### src/rtl/exc_ctrl.sv
// MEM-stage exception/interrupt controller: selects the highest-priority event and
// issues registered CP0 write pulses, pipeline flush and PC redirect.
module exc_ctrl #(
    parameter int                WIDTH       = 32,
    parameter logic [WIDTH-1:0]  EXC_VECTOR  = 32'hBFC00380,
    parameter int                SYNC_STAGES = 2
) (
    input  logic             clk,
    input  logic             rst,
    input  logic             mem_valid,
    input  logic [WIDTH-1:0] mem_pc,
    input  logic             mem_bd,
    input  logic [WIDTH-1:0] mem_badvaddr,
    input  logic             exc_if_adel,
    input  logic             exc_ri,
    input  logic             exc_ov,
    input  logic             exc_sys,
    input  logic             exc_bp,
    input  logic             exc_adel,
    input  logic             exc_ades,
    input  logic             eret,
    input  logic [5:0]       hw_int_raw,
    input  logic             timer_int,
    input  logic [WIDTH-1:0] status_in,
    input  logic [WIDTH-1:0] cause_in,
    input  logic [WIDTH-1:0] epc_in,
    output logic [5:0]       hw_int_sync,
    output logic             cause_we,
    output logic             epc_we,
    output logic [4:0]       exc_code,
    output logic             exc_bd,
    output logic [WIDTH-1:0] exc_epc,
    output logic             badvaddr_we,
    output logic [WIDTH-1:0] exc_badvaddr,
    output logic             set_exl,
    output logic             clr_exl,
    output logic             flush,
    output logic             redirect_valid,
    output logic [WIDTH-1:0] redirect_pc,
    output logic             busy
);

    typedef enum logic [1:0] {IDLE, FLUSH, DRAIN} state_e;

    state_e                       state_q, state_d;
    logic [SYNC_STAGES-1:0][5:0]  sync_q, sync_d;
    logic                         cause_we_q, cause_we_d;
    logic                         epc_we_q, epc_we_d;
    logic [4:0]                   exc_code_q, exc_code_d;
    logic                         exc_bd_q, exc_bd_d;
    logic [WIDTH-1:0]             exc_epc_q, exc_epc_d;
    logic                         badvaddr_we_q, badvaddr_we_d;
    logic [WIDTH-1:0]             exc_badvaddr_q, exc_badvaddr_d;
    logic                         set_exl_q, set_exl_d;
    logic                         clr_exl_q, clr_exl_d;
    logic                         flush_q, flush_d;
    logic                         redirect_valid_q, redirect_valid_d;
    logic [WIDTH-1:0]             redirect_pc_q, redirect_pc_d;
    logic                         busy_q, busy_d;

    logic                         int_pending;
    logic                         any_exc;
    logic [4:0]                   code_sel;
    logic                         bad_we_sel;
    logic [WIDTH-1:0]             bad_addr_sel;

    // Timer interrupt joins line 5 only at the last stage: it is already synchronous.
    always_comb begin
        sync_d[0] = hw_int_raw;
        for (int i = 1; i < SYNC_STAGES; i++) begin
            sync_d[i] = sync_q[i-1];
        end
        sync_d[SYNC_STAGES-1][5] = sync_q[SYNC_STAGES-2][5] | timer_int;
    end

    assign int_pending = (|(cause_in[15:8] & status_in[15:8])) & status_in[0] & ~status_in[1];
    assign any_exc     = int_pending | exc_if_adel | exc_ri | exc_ov | exc_sys
                       | exc_bp | exc_adel | exc_ades;

    always_comb begin
        code_sel     = 5'h00;
        bad_we_sel   = 1'b0;
        bad_addr_sel = '0;
        if (int_pending) begin
            code_sel = 5'h00;
        end else if (exc_if_adel) begin
            code_sel     = 5'h04;
            bad_we_sel   = 1'b1;
            bad_addr_sel = mem_pc;
        end else if (exc_ri) begin
            code_sel = 5'h0A;
        end else if (exc_ov) begin
            code_sel = 5'h0C;
        end else if (exc_sys) begin
            code_sel = 5'h08;
        end else if (exc_bp) begin
            code_sel = 5'h09;
        end else if (exc_adel) begin
            code_sel     = 5'h04;
            bad_we_sel   = 1'b1;
            bad_addr_sel = mem_badvaddr;
        end else if (exc_ades) begin
            code_sel     = 5'h05;
            bad_we_sel   = 1'b1;
            bad_addr_sel = mem_badvaddr;
        end
    end

    // NOTE: every output defaults to 0 first, so no path leaves a value held (no latch)
    // and each write/redirect output is naturally a one-cycle pulse.
    always_comb begin
        state_d          = state_q;
        cause_we_d       = 1'b0;
        epc_we_d         = 1'b0;
        exc_code_d       = 5'h00;
        exc_bd_d         = 1'b0;
        exc_epc_d        = '0;
        badvaddr_we_d    = 1'b0;
        exc_badvaddr_d   = '0;
        set_exl_d        = 1'b0;
        clr_exl_d        = 1'b0;
        flush_d          = 1'b0;
        redirect_valid_d = 1'b0;
        redirect_pc_d    = '0;
        busy_d           = 1'b0;
        case (state_q)
            IDLE: begin
                if (mem_valid && (any_exc || eret)) begin
                    state_d          = FLUSH;
                    busy_d           = 1'b1;
                    flush_d          = 1'b1;
                    redirect_valid_d = 1'b1;
                    if (any_exc) begin
                        cause_we_d     = 1'b1;
                        set_exl_d      = 1'b1;
                        exc_code_d     = code_sel;
                        redirect_pc_d  = EXC_VECTOR;
                        badvaddr_we_d  = bad_we_sel;
                        exc_badvaddr_d = bad_addr_sel;
                        // A nested exception (EXL set) must not clobber the saved EPC.
                        if (!status_in[1]) begin
                            epc_we_d  = 1'b1;
                            exc_bd_d  = mem_bd;
                            exc_epc_d = mem_bd ? (mem_pc - WIDTH'(4)) : mem_pc;
                        end
                    end else begin
                        clr_exl_d     = 1'b1;
                        redirect_pc_d = epc_in;
                    end
                end
            end
            FLUSH: begin
                state_d = DRAIN;
                busy_d  = 1'b1;
                flush_d = 1'b1;
            end
            DRAIN: begin
                state_d = IDLE;
            end
            default: begin
                state_d = IDLE;
            end
        endcase
    end

    // NOTE: sequential state uses non-blocking assignments only, so every flop
    // samples the pre-edge values regardless of statement order.
    always_ff @(posedge clk or negedge rst) begin
        if (!rst) begin
            state_q          <= IDLE;
            sync_q           <= '0;
            cause_we_q       <= 1'b0;
            epc_we_q         <= 1'b0;
            exc_code_q       <= 5'h00;
            exc_bd_q         <= 1'b0;
            exc_epc_q        <= '0;
            badvaddr_we_q    <= 1'b0;
            exc_badvaddr_q   <= '0;
            set_exl_q        <= 1'b0;
            clr_exl_q        <= 1'b0;
            flush_q          <= 1'b0;
            redirect_valid_q <= 1'b0;
            redirect_pc_q    <= '0;
            busy_q           <= 1'b0;
        end else begin
            state_q          <= state_d;
            sync_q           <= sync_d;
            cause_we_q       <= cause_we_d;
            epc_we_q         <= epc_we_d;
            exc_code_q       <= exc_code_d;
            exc_bd_q         <= exc_bd_d;
            exc_epc_q        <= exc_epc_d;
            badvaddr_we_q    <= badvaddr_we_d;
            exc_badvaddr_q   <= exc_badvaddr_d;
            set_exl_q        <= set_exl_d;
            clr_exl_q        <= clr_exl_d;
            flush_q          <= flush_d;
            redirect_valid_q <= redirect_valid_d;
            redirect_pc_q    <= redirect_pc_d;
            busy_q           <= busy_d;
        end
    end

    assign hw_int_sync    = sync_q[SYNC_STAGES-1];
    assign cause_we       = cause_we_q;
    assign epc_we         = epc_we_q;
    assign exc_code       = exc_code_q;
    assign exc_bd         = exc_bd_q;
    assign exc_epc        = exc_epc_q;
    assign badvaddr_we    = badvaddr_we_q;
    assign exc_badvaddr   = exc_badvaddr_q;
    assign set_exl        = set_exl_q;
    assign clr_exl        = clr_exl_q;
    assign flush          = flush_q;
    assign redirect_valid = redirect_valid_q;
    assign redirect_pc    = redirect_pc_q;
    assign busy           = busy_q;

endmodule
### config.mk
export PLATFORM = sky130hd
export DESIGN_NAME = exc_ctrl
export DESIGN_NICKNAME = d
export VERILOG_FILES = /design/src/rtl/exc_ctrl.sv
export SDC_FILE = /design/constraint.sdc
export NUM_CORES = 1
export LEC_CHECK = 0
export BUFFER_PORTS_ARGS = -buffer_cell sky130_fd_sc_hd__clkbuf_2
export CAP_MARGIN = 10
export CELL_PAD_IN_SITES_DETAIL_PLACEMENT = 0
export CELL_PAD_IN_SITES_GLOBAL_PLACEMENT = 2
export CORE_MARGIN = 3
export CORE_UTILIZATION = 22
export CTS_CLUSTER_DIAMETER = 200
export DETAILED_ROUTE_END_ITERATION = 12
export MAX_ROUTING_LAYER = met4
export PLACE_DENSITY_LB_ADDON = 0.15
export SLEW_MARGIN = 40
export SYNTH_ARGS = -nofsm -noshare
export SYNTH_HDL_FRONTEND = slang
export SYNTH_SLANG_ARGS = --single-unit
export TNS_END_PERCENT = 5
### constraint.sdc
create_clock -name clk -period 1.5 [get_ports clk]
set_clock_uncertainty 0.2 [all_clocks]
set_input_delay 0.45 -clock clk [delete_from_list [all_inputs] [get_ports clk]]
set_output_delay 0.45 -clock clk [all_outputs]
set_load 0.01 [all_outputs]
==> results summary <==
The maximum buffer depth of the clock tree is 2. The all-layer global routing usage came out at 0.1361. Clock-pin slew was measured on the worst setup and hold paths at 0.06 ns. The post-route fraction of the period consumed by the critical path is 1.172. The final critical delay including setup and external delays came out at 1.758 ns. Once layout is done, the placed cells without fillers occupy 7991 sq um.

The final instance count without filler cells is 1033. The number of failing hold endpoints at the final stage came out at 0. In the layout the commonest cells are 232 x sky130_fd_sc_hd__clkbuf_2, 121 x sky130_fd_sc_hd__dfrtp_1, 67 x sky130_fd_sc_hd__buf_4, 61 x sky130_fd_sc_hd__nor2_1, 29 x sky130_fd_sc_hd__mux2i_1. TritonCTS built the clock tree. The internal power of the cells totals 6.863 mW.

For this run, the leading register cell type out of synthesis is sky130_fd_sc_hd__dfrtp_1. Of the synthesized area, sequential elements account for 0.6284. The leftover overflow at the end of global routing is 0. The number of buffers inserted by port buffering came out at 247. The worst voltage drop across the vdd grid is 633.9 uV. Once detailed placement completed, the half-perimeter wirelength came to 11790 um. The flop and latch count out of synthesis is 121. The area share of the leading cell type in the synthesized netlist came out at 0.6284. The highest clock frequency the design can meet came out at 568.8 MHz. The average cell area after synthesis came out at 11.58 sq um. Across all layers, the routed design uses 4214 vias. For this design the total switching power over the nets is 2.231 mW.

The largest driver fanout on the critical path is 8. Final hold analysis gives a worst-case slack of 0.04492 ns. The total of endpoints with negative setup slack in the final report came out at 223. The final weighted congestion in routability-driven placement is 0.7603. The floorplan die height came out at 154.0 um. The pin count of the biggest net entering global routing is 47. The growth of design area from synthesis to finish came out at 65.85%. The total placed cells including tap cells came out at 988. The power density relative to cell area came out at 1138 nW/um^2. The number of top-level pins came out at 295. The clock sink count is 121. The post-synth net total is 596.

The required time of the critical path is 1.60 ns. The total number of yosys warnings came out at 0. The number of detailed-routing iterations run before antenna repair came out at 4. In this run the standard cell core region covers 21290 sq um. Ranked by total cell area, the synthesized netlist is headed by sky130_fd_sc_hd__dfrtp_1 63%, sky130_fd_sc_hd__mux2i_1 6.0%, sky130_fd_sc_hd__nor2_1 5.6%, sky130_fd_sc_hd__xor2_1 3.5%, sky130_fd_sc_hd__and2_1 2.9%. Setup repair after global routing could not meet its margin everywhere. The net total in the final layout came out at 925. The checks that failed: negative setup slack. In the routed design, unresolved DRC markers number 0. The share of total power dissipated in combinational logic is 0.127.

The number of antenna violations at the first check in global routing is 0. STA classifies the critical path endpoint as a flip-flop. After detailed routing, the average wire length per cell comes to 15.38 um.

The fraction of power consumed by sequential logic is 0.382. STA classifies the critical path startpoint as an input port. The H-tree depth came out at 4. The number of library cell types mapped by synthesis came out at 41. The first global-routing pass estimated 24610 um of wire. The summed instance area of the synthesized netlist is 4818 sq um. The worst setup path is of the in2reg kind. The instance area at placement is 6938 sq um. The diode insertion count for antenna repair came out at 0. Leaving out fill and tap cells, the most frequent cell in the layout is sky130_fd_sc_hd__clkbuf_2. Of the cells placed in the final design, the portion with a size suffix greater than 1 is 0.5422. The reported max-cap violation count is 0.

The final count of pins violating max slew is 0. The sum of routed wire length over all layers is 15880 um. The run finished, with violations left.

The smallest setup slack after layout is -0.2582 ns. The static leakage power came out at 4.232 nW. The worst-skew pair later-pin latency came out at 0.41 ns. The CTS buffer count is 17.

The number of DRC markers after the initial detailed-route iteration came out at 91. The routed via count divided by cell count came out at 4.079. The classification of the worst-slack hold path is in2reg. The overall die area is 23710 sq um.

The initial core utilization is 0.2264. The clock root buffer is sky130_fd_sc_hd__clkbuf_16. The switching portion of total power came out at 0.2453. The cell taking the most area after synthesis is sky130_fd_sc_hd__dfrtp_1. The design draws 9.094 mW.

The post-route antenna net violation count is 0. Counting flops with a built-in enable in the synthesized netlist gives 0. The cell count after synthesis is 416.

The clock group share of total power is 0.491. In this run the core area contains 53 standard-cell rows. The overall die width is 154.0 um.

The worst slack after detailed placement came out at -0.7989 ns. The proportion of synthesized flip-flops having asynchronous set or reset is 1.000. The via count of the first global-routing pass is 4564. The arrival time of the worst setup path is 1.86 ns.
==> metrics by stage <==
stage / TNS (ns) / util
detailed placement: -67.12 / 0.3259
CTS: -20.04 / 0.3637
floorplan: -43.94 / -
finish: -18.54 / 0.3754
global route: -31.95 / 0.3754
global placement: -67.26 / 0.3259
==> layer usage <==
layer / vias up / part of all wire / GRT usage
li1: 2025 / - / -
met1: 2013 / 0.44 / 0.1719
met2: 163 / 0.47 / 0.2084
met3: 13 / 0.074 / 0.04250
met4: 0 / 0.014 / 0.04458
met5: - / 0 / -
==> power by group through the flow <==
stage,registers (mW),logic (mW),clock network [mW]
2_1_floorplan,3.61,0.327,0
3_3_place_gp,3.53,1.07,0
3_5_place_dp,3.54,1.08,0
4_1_cts,3.48,1.11,4.60
5_1_grt,3.49,1.28,4.76
6_report,3.48,1.16,4.46
==> registers in the layout, summed over array words and instances, names as in the netlist <==
name / count
redirect_valid: 1
epc_we: 1
sync_q: 1
state_q: 2
exc_code: 4
badvaddr_we: 1
hw_int_sync: 6
sync_d: 5
exc_badvaddr: 32
clr_exl: 1
busy: 1
exc_bd: 1
set_exl: 1
exc_epc: 32
redirect_pc: 32
==> final cells by class <==
class	instances	area (sq um)
fill	2171	13300
clock inverter	13	191.4
clock buffer	19	452.9
inverter	10	42.54
timing repair buffer	337	2138
multi-input combinational	258	1794
sequential	121	3028
tap	275	344.1
==> synthesized netlist by cell type (2+ instances only) <==
cell type / count
sky130_fd_sc_hd__dfrtp_1: 121
sky130_fd_sc_hd__nor2_1: 72
sky130_fd_sc_hd__mux2i_1: 29
sky130_fd_sc_hd__and2_1: 22
sky130_fd_sc_hd__nand2_1: 21
sky130_fd_sc_hd__xor2_1: 19
sky130_fd_sc_hd__a21oi_1: 17
sky130_fd_sc_hd__buf_4: 10
sky130_fd_sc_hd__clkbuf_1: 10
sky130_fd_sc_hd__inv_1: 10
sky130_fd_sc_hd__nor3_1: 9
sky130_fd_sc_hd__xnor2_1: 8
sky130_fd_sc_hd__buf_2: 7
sky130_fd_sc_hd__nand3_1: 6
sky130_fd_sc_hd__a22oi_1: 5
sky130_fd_sc_hd__nor2_2: 5
sky130_fd_sc_hd__or3_1: 5
sky130_fd_sc_hd__nand3b_1: 4
sky130_fd_sc_hd__nor4_1: 4
sky130_fd_sc_hd__nand4_1: 3
sky130_fd_sc_hd__o21ai_0: 3
sky130_fd_sc_hd__a211oi_1: 2
sky130_fd_sc_hd__nand4b_1: 2
sky130_fd_sc_hd__nor2b_1: 2
sky130_fd_sc_hd__nor3b_1: 2
sky130_fd_sc_hd__or2_2: 2
sky130_fd_sc_hd__or4_4: 2
==> cell families (layout without fill, tap and decap cells) <==
family                     count (synthesis)  count (layout)  share of synthesized area
and+or+nand+nor                          168             168                     0.1797
muxes                                     29              29                    0.06024
AOI/OAI and AO/OA                         32              32                    0.04077
other                                      1               1                  0.0007783
xor gates and xnor gates                  27              27                    0.04908
DFF                                      121             121                     0.6284
adders and majority gates                  1               1                   0.002596
buffers and inverters                     37             379                    0.03843
==> critical path: stages <==
cell	delay, ns
sky130_fd_sc_hd__buf_6	0.09
sky130_fd_sc_hd__or4_4	0.57
sky130_fd_sc_hd__nor4_4	0.24
sky130_fd_sc_hd__buf_6	0.16
sky130_fd_sc_hd__nand4b_1	0.13
sky130_fd_sc_hd__xor2_1	0.18
sky130_fd_sc_hd__nor2_2	0.04
==> path summary, 6_finish.rpt <==
kind | from | end | slack, ns | depth (start not counted)
hold reg to reg | sync_d[7]$_DFF_PN0_ | hw_int_sync[1]$_DFF_PN0_ | 0.15 | 0
setup / recovery | mem_pc[14] | exc_epc[28]$_DFF_PN0_ | -0.26 | 7
max in group asynchronous | rst | exc_epc[13]$_DFF_PN0_ | 0.37 | 3
hold / removal | timer_int | hw_int_sync[5]$_DFF_PN0_ | 0.04 | 2
setup reg to reg | state_q[0]$_DFFE_PN0P_ | exc_epc[21]$_DFF_PN0_ | -0.09 | 5
min in group asynchronous | rst | redirect_pc[27]$_DFF_PN0_ | 0.23 | 2
==> what timing repair did <==
item	4_1_cts	5_1_grt
endpoints found under the hold margin	127	0
setup buffers	2	2
hold buffers	7	0
pin swaps	25	22
setup endpoints to repair	223	223
cloned	0	2
gates resized for setup	17	51
Power figures use the tool's default switching activity.
